--- src/rtl/matrix_pkg.sv ---
// Shared constants and helpers for the double-buffered matrix scanner.
// Scan state encoding and the active-low row-select helper live here.
package matrix_pkg;

  localparam int ROWS_DEF     = 8;
  localparam int COLS_DEF     = 16;
  localparam int PWM_BITS_DEF = 2;
  localparam int RW_DEF       = 3;

  localparam logic [0:0] ST_DEAD   = 1'b0;
  localparam logic [0:0] ST_ACTIVE = 1'b1;

  // One bit of an active-low one-hot row select.
  function automatic logic row_sel_n(
    input int idx,
    input int row
  );
    return idx != row;
  endfunction

endpackage

--- src/rtl/matrix_fb_bank.sv ---
// Dual-bank row bitmap store: one write port into the selected bank,
// combinational read of one row from the other selected bank.
module matrix_fb_bank
  import matrix_pkg::*;
#(
  parameter int ROWS = ROWS_DEF,
  parameter int COLS = COLS_DEF,
  parameter int RW   = RW_DEF
) (
  input  logic            clk,
  input  logic            reset,
  input  logic            wr_en_i,
  input  logic            wr_bank_i,
  input  logic [RW-1:0]   wr_row_i,
  input  logic [COLS-1:0] wr_data_i,
  input  logic            rd_bank_i,
  input  logic [RW-1:0]   rd_row_i,
  output logic [COLS-1:0] rd_data_o
);

  localparam int AW = (ROWS > 1) ? $clog2(ROWS) : 1;

  logic [COLS-1:0] mem_q [2][ROWS];
  logic            wr_ok;
  logic [AW-1:0]   wr_idx;
  logic [AW-1:0]   rd_idx;

  assign wr_ok  = wr_en_i &&
                  ({1'b0, wr_row_i} < (RW+1)'(ROWS));
  assign wr_idx = AW'(wr_row_i);
  assign rd_idx = AW'(rd_row_i);

  always_ff @(posedge clk or negedge reset) begin
    if (!reset) begin
      for (int b = 0; b < 2; b++) begin
        for (int r = 0; r < ROWS; r++) begin
          mem_q[b][r] <= '0;
        end
      end
    end else if (wr_ok) begin
      mem_q[wr_bank_i][wr_idx] <= wr_data_i;
    end
  end

  assign rd_data_o = mem_q[rd_bank_i][rd_idx];

endmodule

--- src/rtl/matrix_fb_scanner.sv ---
// Double-buffered LED dot-matrix scan driver with dead-time slot,
// per-row PWM brightness and frame-synchronous buffer swap.
module matrix_fb_scanner
  import matrix_pkg::*;
#(
  parameter int ROWS     = ROWS_DEF,
  parameter int COLS     = COLS_DEF,
  parameter int PWM_BITS = PWM_BITS_DEF,
  parameter int RW       = RW_DEF
) (
  input  logic                clk,
  input  logic                reset,
  input  logic                wr_en,
  input  logic [RW-1:0]       wr_row,
  input  logic [COLS-1:0]     wr_data,
  input  logic                swap_req,
  output logic                swap_ack,
  input  logic [PWM_BITS-1:0] brightness,
  input  logic                blank,
  output logic [ROWS-1:0]     row_out,
  output logic [COLS-1:0]     col_out,
  output logic                frame_start
);

  localparam int PW = PWM_BITS + 1;
  localparam logic [PW-1:0] LAST_PH = PW'(2 ** PWM_BITS);
  localparam logic [RW-1:0] LAST_ROW = RW'(ROWS - 1);

  logic [0:0]      state_q, state_d;
  logic [PW-1:0]   phase_q, phase_d;
  logic [RW-1:0]   row_q, row_d;
  logic            bank_q, bank_d;
  logic            pend_q, pend_d;
  logic            ack_q, ack_d;
  logic            fs_q, fs_d;
  logic [ROWS-1:0] row_out_q, row_out_d;
  logic [COLS-1:0] col_q, col_d;
  logic [COLS-1:0] rd_data;
  logic            last_ph;
  logic            wrap;

  matrix_fb_bank #(
    .ROWS (ROWS),
    .COLS (COLS),
    .RW   (RW)
  ) u_bank (
    .clk       (clk),
    .reset     (reset),
    .wr_en_i   (wr_en),
    .wr_bank_i (~bank_q),
    .wr_row_i  (wr_row),
    .wr_data_i (wr_data),
    .rd_bank_i (bank_d),
    .rd_row_i  (row_d),
    .rd_data_o (rd_data)
  );

  always_comb begin
    state_d = state_q;
    phase_d = phase_q;
    row_d   = row_q;
    bank_d  = bank_q;
    last_ph = (state_q == ST_ACTIVE) && (phase_q == LAST_PH);
    wrap    = (row_q == LAST_ROW);
    unique case (1'b1)
      (state_q == ST_DEAD): begin
        state_d = ST_ACTIVE;
        phase_d = PW'(1);
      end
      last_ph: begin
        state_d = ST_DEAD;
        phase_d = '0;
        row_d   = wrap ? '0 : row_q + RW'(1);
        bank_d  = bank_q ^ (wrap & ack_q);
      end
      default: begin
        phase_d = phase_q + PW'(1);
      end
    endcase
  end

  // Ack is raised for the last active slot of the frame; the bank
  // flips at the end of that slot, so the next row 0 is clean.
  always_comb begin
    pend_d = (pend_q & ~ack_q) | swap_req;
    ack_d  = (state_d == ST_ACTIVE) && (phase_d == LAST_PH) &&
             (row_d == LAST_ROW) && (pend_q | swap_req);
    fs_d   = (state_d == ST_DEAD) && (row_d == '0);
  end

  always_comb begin
    row_out_d = '1;
    col_d     = '0;
    if (state_d == ST_ACTIVE) begin
      for (int i = 0; i < ROWS; i++) begin
        row_out_d[i] = row_sel_n(i, int'(row_d));
      end
      if (!blank &&
          (phase_d <= PW'(brightness) + PW'(1))) begin
        col_d = rd_data;
      end
    end
  end

  always_ff @(posedge clk or negedge reset) begin
    if (!reset) begin
      state_q   <= ST_DEAD;
      phase_q   <= '0;
      row_q     <= '0;
      bank_q    <= 1'b0;
      pend_q    <= 1'b0;
      ack_q     <= 1'b0;
      fs_q      <= 1'b0;
      row_out_q <= '1;
      col_q     <= '0;
    end else begin
      state_q   <= state_d;
      phase_q   <= phase_d;
      row_q     <= row_d;
      bank_q    <= bank_d;
      pend_q    <= pend_d;
      ack_q     <= ack_d;
      fs_q      <= fs_d;
      row_out_q <= row_out_d;
      col_q     <= col_d;
    end
  end

  assign swap_ack    = ack_q;
  assign frame_start = fs_q;
  assign row_out     = row_out_q;
  assign col_out     = col_q;

endmodule

--- config.mk ---
export PLATFORM = sky130hd
export DESIGN_NAME = matrix_fb_scanner
export DESIGN_NICKNAME = d
export VERILOG_FILES = /design/src/rtl/matrix_pkg.sv /design/src/rtl/matrix_fb_bank.sv /design/src/rtl/matrix_fb_scanner.sv
export SDC_FILE = /design/constraint.sdc
export NUM_CORES = 1
export LEC_CHECK = 0
export CORE_ASPECT_RATIO = 1.4
export CORE_MARGIN = 2
export CORE_UTILIZATION = 38
export CTS_CLUSTER_SIZE = 28
export DETAILED_ROUTE_END_ITERATION = 7
export HOLD_SLACK_MARGIN = 0.08
export PLACE_DENSITY = 0.53
export SYNTH_ARGS = -nofsm -noshare
export SYNTH_HDL_FRONTEND = slang
export SYNTH_SLANG_ARGS = --single-unit
--- constraint.sdc ---
create_clock -name clk -period 2.52 [get_ports clk]
set_input_delay 0.504 -clock clk [delete_from_list [all_inputs] [get_ports clk]]
set_output_delay 0.504 -clock clk [all_outputs]
set_load 0.01 [all_outputs]
==> metrics.txt <==
R2R Setup Slk=about 97 ps; crit share post-route=96.2%; Syn Inst Count=approximately 1.2k; EDFF count, synth=0; most frequent cells in the layout=282 x dfrtp_1, 256 x mux2_2, 141 x nand2_1, 82 x nand3_1, 53 x buf_4; GRT Util Overall=between 20% and 30%; met1 Resource Use GR=a little over a quarter; leak pwr=~7.3 nW; most common cell after layout, fill and taps aside=dfrtp_1; Die H=229 um; CP Max Fanout=16; Initial Util=about two fifths; via/cell ratio=~5.5; met3 usage=between 2 and 2.5%; remaining global-route overflow=0; FF+latch count, synth=slightly below 300; yosys warns=0; I/O Buffers=between 50 and 60; CTS clk-pin slew, worst paths=~60 ps; ys flop type=dfrtp_1; post-route cell area=16,500 um^2; Tmin final=between 2000 and 2500 ps; Finished Layout Cells=around 1.7k; DP HPWL=24.5 mm; Unique masters post-synth=40; hold crit path type=in2async; Layout Skew=between 20 and 25 ps; Area contributors post-synth=dfrtp_1 52%, mux2_2 21%, nand2_1 3.9%; H-tree Lvls=1; Max Cap Violations=0; CTS Buffer Depth=3; terminus of the critical flop-to-flop path=col_out[2]; Nets=1,287; Finish-stage setup viols=0; post-synthesis sequential area ratio=53.0%; RSZ-0062 raised after global routing=true; Area Growth Syn to Fin=20.0%; via count=between 9k and 10k; Finished Core Util=a little under half; Final Max Tran Viols=0; reg2reg path depth=10; Placed Area=15,400 um^2; synthesized area per cell=11.6 um^2; Worst Max-Slew Pin Slew=roughly 740 ps; # IOs=52; Most Used Layer, Global Route=met2; fillers=3,336; wire length of the first global-routing pass=about 60 mm; GPL Wtd Cong=just under 0.8; crit path kind=reg2reg; ys async rst share=between 90% and 100%; top-area cell type share of the netlist area=51.5%; status=finished clean; TritonRoute pass-1 iters=5; Final ANT Viol Nets=0; share of cells above drive strength 1=approximately 33%; Max Freq=slightly above 0.4 GHz; post-route setup slack=a little under 100 ps; CTS tree=built; post-placement cell count=roughly 1.7k; DR WL/cell=22.3 um; Syn Nets=1,217; Antenna Cells=0; vias in the first global route=around 10k; area of the mapped netlist=roughly 14,000 um^2; DR iter-0 viols=between 400 and 500; Setup WS pre-CTS=-429 ps; initial antenna violation count=0; PwrDens=692 nW/um^2; Sum Neg Setup Slack=0 ps; clock root buffer=clkbuf_16; GR Util met2=37.5%; crit end category=flip-flop; FP Rows=between 80 and 90; Slew headroom=between 50% and 60%; DIE AREA=around 38,000 um^2; Post-Route WL=about 39 mm; crit path DAT=2900 ps; Final Hold Viols=0; Num CTS Buffers=30; dominant cell type by area after synthesis=dfrtp_1; startpoint types=flip-flop; core box area=approximately 36,000 um^2; largest net degree at the start of global routing=66; peak supply drop=0.000413 V; worst r2r src=phase_q[0]; die width=approximately 160 um; CTS sink cnt=291; Residual DRC=0; worst skew pair latency=about 580 ps; Critical Path RT=2990 ps
## metal layers
layer  part of all wire, %  vias to the layer above
met5                     0                        -
met4                   3.5                        0
met3                   2.6                       71
met2                    53                      143
met1                    41                     4964
li1                      -                     4358
## how the worst max path moves through the flow
stage	startpoint	to	slack, ps	cells after the start
after detailed placement	brightness[0]	col_out[2]	-430	11
after global routing	phase_q[1]	col_out[2]	-40	10
after global placement	brightness[0]	col_out[14]	-390	12
final	phase_q[0]	col_out[2]	100	10
after CTS	phase_q[0]	col_out[12]	30	11
after floorplan	phase_q[0]	col_out[10]	8	13
## worst max-delay path, cell delays in order, from the launching register on
cell and delay, ps:
dfrtp_1 380, inv_1 60, ha_2 190, and3_4 260
mux2i_2 280, buf_4 180, nor2_4 50, buf_12 150
buf_4 200, and3_1 210, o41ai_4 350
## where the power goes
group,internal (W),leakage (nW),total (W),switching (W)
clock network,0.00240,0.441,0.00424,0.00184
registers,0.00537,3.64,0.00573,0.000358
logic,0.000811,3.20,0.00145,0.000637
total,0.00858,7.28,0.0114,0.00283
## repair_timing
action	CTS	global route
buffers inserted	6	2
hold buffers	1	0
endpoints found under the hold margin	54	0
pin swaps	3	6
endpoints found under the setup margin	16	16
cloned	1	0
resized for setup	11	16
## per-stage QoR
stage / hold slack (ps) / total power (W)
after CTS: 480 / 0.0115
after detailed placement: 482 / 0.00726
after global routing: 497 / 0.0119
after floorplan: 208 / 0.00671
final: 448 / 0.0114
after global placement: 466 / 0.00720
## synthesized netlist by cell type (5+ instances only)
master      n
nand4_1    16
buf_2      19
clkbuf_1   64
buf_1       6
dfrtp_1   283
nand3_1    82
buf_4       7
nand2b_1   35
mux2_2    256
mux2i_1    19
dfstp_2     8
o41ai_2    11
inv_1      10
a22oi_1    16
a211oi_1   16
a32o_1     16
ha_1        8
o21ai_0    49
and3_1     33
o41ai_1     5
nor2_1     36
a32oi_1    17
nand2_1   141
## cell type report
| class | instances | area (um^2) | share of cell area, % |
|---|---|---|---|
| multi-input cells | 781 | 6150 | 37.3 |
| clock buffers | 45 | 847 | 5.14 |
| clock inverters | 4 | 60.1 | 0.364 |
| repair buffers | 136 | 1520 | 9.20 |
| flip-flops and latches | 291 | 7290 | 44.2 |
| well taps | 462 | 578 | 3.51 |
| inverters | 13 | 51.3 | 0.311 |
## logic make-up (layout without fill, tap and decap cells)
kind of cell    Yosys count  count (layout)  share of synthesized area [%]
fa+ha+maj                 8               8                          0.728
mux                     275             275                           22.4
buf+inv                 111             198                           3.50
flops                   291             291                           53.0
compound gates          135             135                           7.66
simple gates            363             363                           12.7
## state kept, by name (all words and copies together) (netlist names)
signal / flops
bank_q: 1
col_out: 16
frame_start: 1
pend_q: 1
phase_q: 3
row_out: 8
row_q: 3
state_q: 1
swap_ack: 1
u_bank.mem_q: 256
(Power assumes the default switching activity.)
